===== src/rtl/wb_arbiter_if.sv =====
// wb_arbiter_if: writeback requester bundle and registered regfile write port
interface wb_arbiter_if #(parameter int NREQ = 2, parameter int XLEN = 64);
    logic [NREQ-1:0]      req_valid;
    logic [NREQ-1:0]      req_wb_en;
    logic [5*NREQ-1:0]    req_dst;
    logic [XLEN*NREQ-1:0] req_result;
    logic [XLEN*NREQ-1:0] req_pc;
    logic [NREQ-1:0]      req_ready;
    logic                 rf_we;
    logic [4:0]           rf_waddr;
    logic [XLEN-1:0]      rf_wdata;
    logic [XLEN-1:0]      rf_wpc;
    logic [31:0]          conflict_cnt;
    modport master(output req_valid, req_wb_en, req_dst, req_result, req_pc,
                   input req_ready, rf_we, rf_waddr, rf_wdata, rf_wpc, conflict_cnt);
    modport slave(input req_valid, req_wb_en, req_dst, req_result, req_pc,
                  output req_ready, rf_we, rf_waddr, rf_wdata, rf_wpc, conflict_cnt);
endinterface


===== src/rtl/wb_arbiter.sv =====
// wb_arbiter: shares the regfile write port among NREQ pipes, highest index first,
// with age counters that force a grant to any requester starved for STARVE_LIMIT cycles
module wb_arbiter #(
    parameter int NREQ = 2,
    parameter int XLEN = 64,
    parameter int STARVE_LIMIT = 4
) (
    input logic clk,
    input logic rst_n,
    wb_arbiter_if.slave bus
);
    localparam int IW = NREQ > 1 ? $clog2(NREQ) : 1;
    localparam logic [3:0] LIM = 4'(STARVE_LIMIT);
    logic [3:0] age [NREQ];
    logic [NREQ-1:0] wreq, starved, gnt;
    logic g_any;
    logic [IW-1:0] g_idx;
    logic [4:0] g_dst;
    logic [31:0] cnt;
    always_comb begin
        wreq = bus.req_valid & bus.req_wb_en;
        g_any = |wreq;
        g_idx = '0;
        for (int i = 0; i < NREQ; i++) starved[i] = wreq[i] && age[i] >= LIM;
        for (int i = 0; i < NREQ; i++) if (wreq[i]) g_idx = IW'(i);
        // starvation overrides priority; the lowest starved index is scanned last so it wins
        for (int i = NREQ - 1; i >= 0; i--) if (starved[i]) g_idx = IW'(i);
        for (int i = 0; i < NREQ; i++) gnt[i] = g_any && g_idx == IW'(i);
    end
    assign g_dst = bus.req_dst[5*g_idx +: 5];
    assign bus.req_ready = rst_n ? (bus.req_valid & ~bus.req_wb_en) | gnt : '0;
    assign bus.conflict_cnt = cnt;
    always_ff @(posedge clk or negedge rst_n) begin
        if (!rst_n) begin
            bus.rf_we <= 1'b0;
            bus.rf_waddr <= '0;
            bus.rf_wdata <= '0;
            bus.rf_wpc <= '0;
            cnt <= '0;
            for (int i = 0; i < NREQ; i++) age[i] <= '0;
        end else begin
            cnt <= cnt + {31'b0, (wreq & (wreq - NREQ'(1))) != '0};
            for (int i = 0; i < NREQ; i++)
                age[i] <= (gnt[i] || !wreq[i]) ? 4'd0 : (age[i] == LIM ? LIM : age[i] + 4'd1);
            bus.rf_we <= g_any && g_dst != 5'd0;
            if (g_any) begin
                bus.rf_waddr <= g_dst;
                bus.rf_wdata <= bus.req_result[XLEN*g_idx +: XLEN];
                bus.rf_wpc <= bus.req_pc[XLEN*g_idx +: XLEN];
            end
        end
    end
endmodule


===== src/flat_wrapper.sv =====
// flat-port wrapper written by rule: the top's interface ports become plain ports
module wb_arbiter_flat 
#(
    parameter int NREQ = 2,
    parameter int XLEN = 64,
    parameter int STARVE_LIMIT = 4
)
  (clk, rst_n, bus_req_valid, bus_req_wb_en, bus_req_dst, bus_req_result, bus_req_pc, bus_req_ready, bus_rf_we, bus_rf_waddr, bus_rf_wdata, bus_rf_wpc, bus_conflict_cnt);
  wb_arbiter_if #(.NREQ(NREQ), .XLEN(XLEN)) bus_i ();
  input logic clk;
  input logic rst_n;
  input wire logic [$bits(bus_i.req_valid)-1:0] bus_req_valid;
  input wire logic [$bits(bus_i.req_wb_en)-1:0] bus_req_wb_en;
  input wire logic [$bits(bus_i.req_dst)-1:0] bus_req_dst;
  input wire logic [$bits(bus_i.req_result)-1:0] bus_req_result;
  input wire logic [$bits(bus_i.req_pc)-1:0] bus_req_pc;
  output wire logic [$bits(bus_i.req_ready)-1:0] bus_req_ready;
  output wire logic [$bits(bus_i.rf_we)-1:0] bus_rf_we;
  output wire logic [$bits(bus_i.rf_waddr)-1:0] bus_rf_waddr;
  output wire logic [$bits(bus_i.rf_wdata)-1:0] bus_rf_wdata;
  output wire logic [$bits(bus_i.rf_wpc)-1:0] bus_rf_wpc;
  output wire logic [$bits(bus_i.conflict_cnt)-1:0] bus_conflict_cnt;
  assign bus_i.req_valid = bus_req_valid;
  assign bus_i.req_wb_en = bus_req_wb_en;
  assign bus_i.req_dst = bus_req_dst;
  assign bus_i.req_result = bus_req_result;
  assign bus_i.req_pc = bus_req_pc;
  assign bus_req_ready = bus_i.req_ready;
  assign bus_rf_we = bus_i.rf_we;
  assign bus_rf_waddr = bus_i.rf_waddr;
  assign bus_rf_wdata = bus_i.rf_wdata;
  assign bus_rf_wpc = bus_i.rf_wpc;
  assign bus_conflict_cnt = bus_i.conflict_cnt;
  wb_arbiter #(.NREQ(NREQ), .XLEN(XLEN), .STARVE_LIMIT(STARVE_LIMIT)) u_core (.clk(clk), .rst_n(rst_n), .bus(bus_i));
endmodule

===== config.mk =====
export PLATFORM = sky130hd
export DESIGN_NAME = wb_arbiter_flat
export DESIGN_NICKNAME = d
export VERILOG_FILES = /design/src/rtl/wb_arbiter_if.sv /design/src/rtl/wb_arbiter.sv /design/src/flat_wrapper.sv
export SDC_FILE = /design/constraint.sdc
export NUM_CORES = 1
export LEC_CHECK = 0
export CAP_MARGIN = 15
export CELL_PAD_IN_SITES_DETAIL_PLACEMENT = 1
export CELL_PAD_IN_SITES_GLOBAL_PLACEMENT = 1
export CORE_AREA = 2 2 171 173
export CTS_CLUSTER_DIAMETER = 80
export DETAILED_ROUTE_END_ITERATION = 12
export DIE_AREA = 0 0 173 175
export PLACE_DENSITY = 0.88
export SLEW_MARGIN = 20
export SYNTH_ARGS = -nofsm -noshare
export SYNTH_HDL_FRONTEND = slang
export SYNTH_SLANG_ARGS = --single-unit

===== constraint.sdc =====
create_clock -name clk -period 3.1 [get_ports clk]
set_input_delay 0.31 -clock clk [delete_from_list [all_inputs] [get_ports clk]]
set_output_delay 0.31 -clock clk [all_outputs]
set_load 0.03 [all_outputs]

==> metrics <==
Num CTS Buffers=17; Clock power frac=0.306; DR DRC count=0; fin worst setup slack=0.622 ns; Ys Warns=0; critical path data required time=2.79 ns; io pins=440; post-DP HPWL=22.6 mm; clock slew seen by the registers of the worst setup and hold paths=0.07 ns; fraction of layout cells with a size suffix above 1=0.0422; beginning of the critical path=bus_req_wb_en[0]; CTS tree=yes; setup TNS=0 ns; Via density=4.77; Worst Tran Pin Value=0.880 ns; row count=62; clock buffer depth=2; Detail Route Antenna Nets=0; total power=~7000 uW; Unique masters post-synth=32; status=complete, no violations; CTS root buf=clkbuf_16; Net Sw Frac=0.340; Iter 0 DRT Violations=between 400 and 500; post-synth top area cell=dfrtp_1; CTS sink cnt=170; crit path DAT=2.17 ns; setup bufs post-CTS=0; die width=~170 um; layout net count=around 1.4k; syn_area_per_cell=9.98 sq um; final core utilization=0.446; PortBufs=439; Flop pwr share=0.388; Skew-Pair Late Insertion Delay=roughly 0.43 ns; Peak VDD IR=0.261 mV; first-pass detailed-route iteration total=4; Gate Count Post-Synth=728; pwr/cell area=548 nW/um^2; Setup-failing EPs final=0; Core Area=28400 sq um; Max Cap Viol=0; Logic pwr share=0.306; fin crit share=0.799; FF+latch count, synth=170; global-route wire length before repair=46.6 mm; crit path buf inv count=2; slowest cell on the critical path=clkdlybuf4s50_1; CP top delay family=buffers and inverters; crit-path cells=clkdlybuf4s50_1 -> o211ai_1 -> a31oi_4 -> o21a_1 -> clkdlybuf4s50_1; CP Class=input port to output port; pre-CTS setup slack=0.434 ns; gr usage total=0.198; hold_ws=0.314 ns; CP peak stage delay=0.67 ns; RSZ-0062 raised after global routing=no; total gr overflow=0; Hold Crit Class=input port to asynchronous set/reset pin; initial antenna violation count=2; routed len/inst=about 20 um; Slew Limit Fails=0; Starting Density=0.256; post-layout minimum cycle time=2.48 ns; GPL Wtd Cong=0.799; share of the synthesized area in the top cell type=0.586; final hold viol count=0; dominant cells by area after synthesis=dfrtp_1, nand2_1, a22oi_1, xnor2_1, clkbuf_1; DIE AREA=~30000 sq um; Max Clock Skew=0.0110 ns; crit-path most repeated cell=clkdlybuf4s50_1; Total Wirelength=30.6 mm; Net Switching=approximately 2400 uW; H-tree depth=4; Die Y=around 180 um; Slew HR=0.413; maximum clock rate=404 MHz; Leakage=0.00559 uW; Reg-to-Reg Start=u_core.age[6]; largest net degree at the start of global routing=140; register area share after synthesis=0.586; mapped cell area=just over 7000 sq um; P_int=4590 uW; vias in the first global route=8107; Worst Setup End Kind=output port; crit start category=input port; syn nets=1005; area grow syn2layout=74.5%; worst-path fanout max=4; vias=7385
==> worst register-to-register path: cells and delay by family (launching register included) <==
family	cells	cell delay [ns]
AO/OA/AOI/OAI	2	0.56
buffers and inverters	1	0.35
flip-flops	1	0.40
AND/OR/NAND/NOR	2	0.72
==> state kept, by name, summed over array words and instances (netlist names) <==
signal                   cells
u_core.age                   4
u_core.bus.conflict_cnt     32
u_core.bus.rf_wpc           64
u_core.bus.rf_wdata         64
u_core.bus.rf_we             1
u_core.bus.rf_waddr          5
==> power groups by stage <==
stage / registers, uW / logic (uW) / clock network [uW]
2_1_floorplan: 3270 / 398 / 0
3_3_place_gp: 2710 / 2080 / 0
6_report: 2700 / 2120 / 2130
5_1_grt: 2730 / 2240 / 2280
4_1_cts: 2700 / 2150 / 2200
3_5_place_dp: 2730 / 2140 / 0
==> cell usage after synthesis (all sizes together) <==
master  number
a31oi        1
o211a        1
xnor2       21
nor4         4
nor3         6
nor2b        1
a311oi       1
xor2         9
and2         2
nor2         5
and3         8
o21ai        5
nand4        8
ha           5
mux2i        5
conb         1
nand4b       2
or4          1
o21a         1
and4         3
dfrtp      170
nand3       16
clkbuf      33
a22oi      129
o211ai       1
inv          4
buf         14
nand2      271
==> what timing repair did <==
action	4_1_cts	5_1_grt
setup endpoints to repair	0	0
resized for setup	0	0
endpoints found under the hold margin	23	0
hold buffers	1	0
==> cell families after synthesis <==
family,count (synthesis),share of synthesized area
AND/OR/NAND/NOR,327,0.192
flip-flops,170,0.586
AO/OA/AOI/OAI,139,0.142
buffers and inverters,51,0.0281
XOR/XNOR,30,0.0362
adder cells (fa/ha/maj),5,0.00861
multiplexers,5,0.00689
other,1,0.000516
==> final cells by class <==
class	count	area [sq um]
Timing Repair Buffer	449	4520
Clock inverter	15	140
Clock buffer	17	425
Tap cell	384	480
Multi-Input combinational cell	507	2830
Antenna cell	1	2.50
Inverter	4	15.0
Sequential cell	170	4250
Fill cell	3170	15700
==> cells in the final DEF (no fill, tap or decap), types with 5 or more instances in the layout <==
| master | instances |
|---|---|
| nand2_1 | 271 |
| mux2i_1 | 5 |
| and3_1 | 7 |
| xor2_1 | 9 |
| nand4_1 | 7 |
| o21ai_0 | 5 |
| ha_1 | 5 |
| xnor2_1 | 21 |
| nand3_1 | 16 |
| clkdlybuf4s50_1 | 438 |
| clkbuf_16 | 17 |
| nor3_1 | 6 |
| buf_4 | 5 |
| nor2_1 | 5 |
| dfrtp_1 | 170 |
| a22oi_1 | 128 |
==> through the flow <==
stage	area (sq um)	instances
floorplan	7260	728
global placement	12100	1513
detailed placement	12100	1513
CTS	12700	1546
global route	12700	1546
finish	12700	1547
==> final timing paths <==
| check | endpoint | slack, ns | cells after the start |
|---|---|---|---|
| hold / removal | u_core.bus.conflict_cnt[30] | 0.31 | 2 |
| max in group asynchronous | u_core.bus.rf_wpc[54] | 1.35 | 4 |
| setup reg to reg | u_core.bus.rf_wdata[7] | 1.01 | 5 |
| min in group clk | u_core.bus.rf_wpc[46] | 0.40 | 3 |
| hold reg to reg | u_core.age[4] | 0.47 | 1 |
| setup / recovery | bus_req_ready[0] | 0.62 | 5 |
==> routing by layer <==
metal,up-vias,share of wire,global-route usage
li1,3351,-,-
met1,3681,0.38,0.214
met2,300,0.53,0.365
met3,49,0.063,0.0583
met4,4,0.026,0.0710
met5,-,0.00088,0
Power figures use the tool's default switching activity.
